==> src/rtl/mult_bist_pkg.sv <==
// Shared types and constants for the multiplier self-test driver.
// The optional directed (-1 x -1) vector is enabled by MULT_BIST_DIRECTED_EN.
package mult_bist_pkg;

  localparam int LFSR_W = 32;
  // Galois taps 32,22,2,1 -> feedback bits 31,21,1,0
  localparam logic [LFSR_W-1:0] LFSR_TAPS    = 32'h8020_0003;
  localparam logic [LFSR_W-1:0] DEFAULT_SEED = 32'hACE1_2468;
  localparam int MC_W = 16;

  typedef enum logic [2:0] {
    ST_IDLE,
    ST_RAND,
    ST_RDRAIN,
    ST_RST,
    ST_DIR,
    ST_DDRAIN,
    ST_DONE
  } state_t;

  function automatic logic [LFSR_W-1:0] lfsr_step(input logic [LFSR_W-1:0] s);
    return (s >> 1) ^ (s[0] ? LFSR_TAPS : '0);
  endfunction

endpackage

==> src/rtl/mult_bist_lfsr.sv <==
// 32-bit Galois LFSR; next_value is the state that will be registered this edge,
// so the caller can register data derived from it in the same cycle.
module mult_bist_lfsr
  import mult_bist_pkg::*;
#(
  parameter logic [LFSR_W-1:0] SEED = DEFAULT_SEED
) (
  input  logic              clk,
  input  logic              reset,
  input  logic              load,
  input  logic              advance,
  output logic [LFSR_W-1:0] next_value
);

  logic [LFSR_W-1:0] value;
  logic [LFSR_W-1:0] base;

  assign base       = load ? SEED : value;
  assign next_value = advance ? lfsr_step(base) : base;

  always_ff @(posedge clk or negedge reset) begin
    if (!reset) begin
      value <= SEED;
    end else begin
      value <= next_value;
    end
  end

endmodule

==> src/rtl/mult_bist_driver.sv <==
// Self-test driver: random operands to a registered multiplier, delayed reference
// compare, mismatch count. Directed -1 x -1 vector included when MULT_BIST_DIRECTED_EN.
module mult_bist_driver
  import mult_bist_pkg::*;
#(
  parameter int                A_W         = 20,
  parameter int                B_W         = 18,
  parameter int                LATENCY     = 2,
  parameter int                NUM_VECTORS = 500,
  parameter logic [LFSR_W-1:0] SEED        = DEFAULT_SEED
) (
  input  logic                      clk,
  input  logic                      reset,
  input  logic                      start,
  output logic signed [A_W-1:0]     a_out,
  output logic signed [B_W-1:0]     b_out,
  output logic                      dut_reset,
  input  logic signed [A_W+B_W-1:0] z_in,
  output logic                      busy,
  output logic                      done,
  output logic                      pass,
  output logic [MC_W-1:0]           mismatch_count
);

  localparam int P_W = A_W + B_W;
  localparam logic [15:0] LAST_VEC   = 16'(NUM_VECTORS - 1);
  localparam logic [15:0] LAST_DRAIN = 16'(LATENCY - 1);
  localparam logic [15:0] LAST_RST   = 16'(LATENCY);

  state_t                 state, state_next;
  logic [15:0]            cnt, cnt_next;
  logic                   start_accept;
  logic [LFSR_W-1:0]      lfsr_next;
  logic signed [A_W-1:0]  a_next;
  logic signed [B_W-1:0]  b_next;
  logic signed [P_W-1:0]  expected;
  logic                   push_valid;
  logic                   cmp_fail;
  logic                   dl_valid [LATENCY];
  logic [P_W-1:0]         dl_data  [LATENCY];

  mult_bist_lfsr #(.SEED(SEED)) u_lfsr (
    .clk        (clk),
    .reset      (reset),
    .load       (start_accept),
    .advance    (state_next == ST_RAND),
    .next_value (lfsr_next)
  );

  always_ff @(posedge clk or negedge reset) begin
    if (!reset) begin
      state <= ST_IDLE;
      cnt   <= '0;
    end else begin
      state <= state_next;
      cnt   <= cnt_next;
    end
  end

  always_comb begin
    state_next   = state;
    cnt_next     = cnt + 16'd1;
    start_accept = 1'b0;
    case (state)
      ST_IDLE, ST_DONE: begin
        cnt_next = cnt;
        if (start) begin
          start_accept = 1'b1;
          state_next   = ST_RAND;
          cnt_next     = '0;
        end
      end
      ST_RAND: begin
        if (cnt == LAST_VEC) begin
          state_next = ST_RDRAIN;
          cnt_next   = '0;
        end
      end
      ST_RDRAIN: begin
        if (cnt == LAST_DRAIN) begin
          state_next = ST_RST;
          cnt_next   = '0;
        end
      end
      ST_RST: begin
        if (cnt == LAST_RST) begin
`ifdef MULT_BIST_DIRECTED_EN
          state_next = ST_DIR;
`else
          state_next = ST_DONE;
`endif
          cnt_next   = '0;
        end
      end
`ifdef MULT_BIST_DIRECTED_EN
      ST_DIR: begin
        state_next = ST_DDRAIN;
        cnt_next   = '0;
      end
      ST_DDRAIN: begin
        if (cnt == LAST_DRAIN) begin
          state_next = ST_DONE;
          cnt_next   = '0;
        end
      end
`endif
      default: begin
        state_next = ST_IDLE;
        cnt_next   = '0;
      end
    endcase
  end

  // Operands follow the state being entered so they line up with the state register
  always_comb begin
    a_next = '0;
    b_next = '0;
    case (state_next)
      ST_RAND: begin
        a_next = lfsr_next[A_W-1:0];
        b_next = lfsr_next[LFSR_W-1 -: B_W];
      end
      ST_RDRAIN: begin
        a_next = a_out;
        b_next = b_out;
      end
`ifdef MULT_BIST_DIRECTED_EN
      ST_DIR: begin
        a_next = '1;
        b_next = '1;
      end
      ST_DDRAIN: begin
        a_next = a_out;
        b_next = b_out;
      end
`endif
      default: begin
        a_next = '0;
        b_next = '0;
      end
    endcase
  end

  assign expected = P_W'(a_out) * P_W'(b_out);

`ifdef MULT_BIST_DIRECTED_EN
  assign push_valid = (state == ST_RAND) || (state == ST_DIR);
`else
  assign push_valid = (state == ST_RAND);
`endif

  for (genvar gi = 0; gi < LATENCY; gi++) begin : g_dl
    logic           in_valid;
    logic [P_W-1:0] in_data;
    if (gi == 0) begin : g_head
      assign in_valid = push_valid;
      assign in_data  = expected;
    end else begin : g_tail
      assign in_valid = dl_valid[gi-1];
      assign in_data  = dl_data[gi-1];
    end

    always_ff @(posedge clk or negedge reset) begin
      if (!reset) begin
        dl_valid[gi] <= 1'b0;
      end else begin
        dl_valid[gi] <= in_valid && !start_accept;
      end
    end

    always_ff @(posedge clk) begin
      dl_data[gi] <= in_data;
    end
  end

  // The DUT must read zero on the last cycle it is held in reset
  always_comb begin
    cmp_fail = 1'b0;
    if (dl_valid[LATENCY-1]) begin
      cmp_fail = (z_in != dl_data[LATENCY-1]);
    end
    if ((state == ST_RST) && (cnt == LAST_RST)) begin
      cmp_fail = (z_in != '0);
    end
  end

  always_ff @(posedge clk or negedge reset) begin
    if (!reset) begin
      a_out          <= '0;
      b_out          <= '0;
      dut_reset      <= 1'b0;
      busy           <= 1'b0;
      done           <= 1'b0;
      mismatch_count <= '0;
    end else begin
      a_out     <= a_next;
      b_out     <= b_next;
      dut_reset <= (state_next == ST_RST);
      done      <= (state == ST_DONE) && !start_accept;
      if (start_accept) begin
        busy <= 1'b1;
      end else if (state == ST_DONE) begin
        busy <= 1'b0;
      end
      if (start_accept) begin
        mismatch_count <= '0;
      end else if (cmp_fail && (mismatch_count != '1)) begin
        mismatch_count <= mismatch_count + 1'b1;
      end
    end
  end

  assign pass = done && (mismatch_count == '0);

endmodule

==> config.mk <==
export PLATFORM = sky130hd
export DESIGN_NAME = mult_bist_driver
export DESIGN_NICKNAME = d
export VERILOG_FILES = /design/src/rtl/mult_bist_pkg.sv /design/src/rtl/mult_bist_lfsr.sv /design/src/rtl/mult_bist_driver.sv
export SDC_FILE = /design/constraint.sdc
export NUM_CORES = 1
export LEC_CHECK = 0
export BUFFER_PORTS_ARGS = -buffer_cell sky130_fd_sc_hd__buf_2
export CAP_MARGIN = 20
export CORE_MARGIN = 10
export CORE_UTILIZATION = 69
export DETAILED_ROUTE_END_ITERATION = 10
export PLACE_DENSITY = 0.88
export REMOVE_ABC_BUFFERS = 1
export SYNTH_ARGS = -nofsm -noshare
export SYNTH_HDL_FRONTEND = slang
export SYNTH_HIERARCHICAL = 1
export SYNTH_SLANG_ARGS = --single-unit
==> constraint.sdc <==
create_clock -name clk -period 19.1 [get_ports clk]
set_clock_uncertainty 0.05 [all_clocks]
set_input_delay 3.82 -clock clk [delete_from_list [all_inputs] [get_ports clk]]
set_output_delay 3.82 -clock clk [all_outputs]
set_load 0.02 [all_outputs]
==> results.json <==
{
  "status": "finished clean",
  "synthCells": 2072,
  "gp_congestion": 0.918,
  "start_util_pct": 69.8,
  "yosysUniqueCellTypes": 70,
  "placed_area_um2": 20600,
  "hold_class": "reg2reg",
  "synth-seq-cells": 180,
  "crit_slowest_cell": "fa_1",
  "place_ws_ns": 12.01,
  "whs_ns": 0.275,
  "grt.total_usage_pct": 27.7,
  "use_met2_pct": 46.4,
  "fp.dieW_um": 190,
  "final_area_um2": 21200,
  "critPathBufInv": 6,
  "post_cts_buffers": 0,
  "wl_per_cell_um": 19.3,
  "cts_resized": 0,
  "rsz0062_at_grt": "no",
  "h-tree-depth": 4,
  "ys.flop_type": "dfrtp_1",
  "ys_seq_area_share_pct": 20.7,
  "crit_required_ns": 19.32,
  "maxCapViolations": 0,
  "slew_headroom_pct": 27.9,
  "worst_pin_slew_ns": 1.08,
  "finalHoldViolations": 0,
  "port_buffers": 98,
  "globalRoute.busiestLayer": "met2",
  "cp_cell_sequence": "buf_4 -> nand2_1 -> inv_1 -> ha_1 -> fa_1 -> inv_1 -> fa_1 -> inv_1 -> fa_1 -> fa_1 -> inv_1 -> fa_1 -> inv_1 -> ha_1 -> nand4_1 -> nand2b_1 -> a2111oi_0 -> nor2_1 -> o311ai_0 -> o211ai_1",
  "cts_sinks": 180,
  "clk_latency_ns": 0.44,
  "vias": 14700,
  "crit_arrival_ns": 7.35,
  "dp_hpwl_um": 36800,
  "layout-drive-gt1-share_pct": 8.15,
  "finalSetupViolations": 0,
  "antenna_found_initial": 0,
  "critical_path_class": "reg2reg",
  "crit_family": "adder cells",
  "nets": 2597,
  "slew_viol_final": 0,
  "end_kind": "register",
  "fin_setup_tns_ns": 0,
  "fin_crit_sh_pct": 37.4,
  "diodes": 0,
  "dr.pass1.iters": 5,
  "path_max_fanout": 19,
  "drc": 0,
  "async_flop_share_pct": 57.8,
  "globalRouteOverflowTotal": 0,
  "cts_tree": "built",
  "cts_hold_buf": 0,
  "clockRootBuffer": "clkbuf_16",
  "viasPerCell": 5.90,
  "numCtsBuffers": 17,
  "met3_usage_pct": 5.78,
  "syn_area_um2": 20000,
  "drt_iter0_drc": 1189,
  "clk_pin_slew_ns": 0.07,
  "io_pins": 99,
  "synthToLayoutAreaGrowth_pct": 5.82,
  "grtUsageMet1_pct": 32.1,
  "grt_pass1_vias": 16000,
  "synth_warnings": 6,
  "cpPeakStageDelay_ns": 0.83,
  "wl_um": 48100,
  "postRouteAntennaNets": 0,
  "setup_slack_ns": 11.96,
  "core_um2": 28600,
  "clock_path_buffers": 2,
  "grt_pass1_wl_um": 79500,
  "startpoint_type": "register",
  "avgSynthCellArea_um2": 9.65,
  "fmax_mhz": 140,
  "row_count": 62,
  "die-area_um2": 36200,
  "grt_max_degree": 76,
  "synth_edf_count": 0,
  "die_height_um": 190,
  "final.min_clock_period_ns": 7.14
}
final cells by class:
type                            count  area [µm²]
Timing Repair Buffer              109         576
Multi-Input combinational cell   1342       13700
Tap cell                          384         480
Clock buffer                       22         454
Sequential cell                   180        4140
Fill cell                        1929        7470
Clock inverter                     10        97.6
Inverter                          448        1680
final timing paths:
check	start	end	slack, ns	depth (start not counted)
setup / recovery	a_out[17]	dl_data[0][37]	11.96	20
hold / removal	dl_data[0][9]	dl_data[0][47]	0.28	0
setup reg to reg	a_out[17]	dl_data[0][37]	11.96	20
hold reg to reg	dl_data[0][9]	dl_data[0][47]	0.28	0
max in group asynchronous	reset	u_lfsr/value[19]	14.49	2
min in group asynchronous	reset	mismatch_count[10]	3.24	1
cell usage after synthesis, drive strengths merged (27+ instances only):
library cell,instances,area share [%]
inv,448,8.4
fa,352,35
nand2,202,3.8
and2,169,5.3
ha,106,6.6
dfrtp,91,11
clkbuf,86,1.6
dfxtp,76,7.6
nor2,70,1.3
xor2,53,2.3
a21oi,47,1.2
xnor2,33,1.4
a22o,32,1.4
o21ai,31,0.79
nor4,27,0.91
through the flow:
| stage | std cells | utilization [%] |
|---|---|---|
| CTS | 2495 | 73.9 |
| global placement | 2463 | 72.0 |
| finish | 2495 | 73.9 |
| floorplan | 1970 | - |
| detailed placement | 2463 | 72.0 |
| global route | 2495 | 73.9 |
routing by layer:
metal  vias to the layer above  share of wire [%]
met2                       734                 50
met4                         0                6.5
met1                      7375                 36
met5                         -                  0
li1                       6376                  -
met3                       230                8.0
cells in the final DEF (no fill, tap or decap), types with 5 or more instances in the layout:
cell type	netlist	layout
o31ai_1	10	10
dfxtp_1	76	76
nor3_1	13	13
a22o_1	32	32
nand3_1	24	24
and3_1	11	11
o2bb2ai_2	6	6
a21o_1	8	8
inv_1	447	447
o2bb2ai_1	7	7
fa_1	352	352
ha_1	106	106
mux2i_1	14	14
dfstp_2	13	13
buf_2	1	97
xor2_1	53	53
and2_1	167	167
nor2b_1	10	10
nand2b_1	18	18
nand2_1	202	201
nor4_1	25	25
o21ai_0	24	24
xnor2_1	33	33
a211oi_1	6	6
o21bai_1	7	7
nor2_1	69	69
or4_1	9	9
nand4_1	12	12
a21oi_1	46	46
clkbuf_16	0	17
o21ai_1	6	6
o21a_1	5	5
o211ai_1	9	9
dfrtp_1	91	91
buf_4	11	12
flip-flops by register name, indices dropped and copies added, names as in the netlist:
signal and flops:
a_out 19, b_out 13, busy 1, cnt 16
dl_data 76, dl_valid 1, done 1, dut_reset 1
g_dl.in_valid 1, mismatch_count 16, state 3, u_lfsr/value 32
logic make-up after synthesis:
kind of cell	count (synthesis)	share of synthesized area, %
muxes	14	0.701
adders and majority gates	458	41.9
xor gates and xnor gates	86	3.77
buffers and inverters	550	10.7
AOI/OAI and AO/OA	198	7.21
and+or+nand+nor	586	15.0
DFF	180	20.7
Power is not shown: default switching activity piles up to over one toggle a cycle in this logic, so the estimate is an artifact.
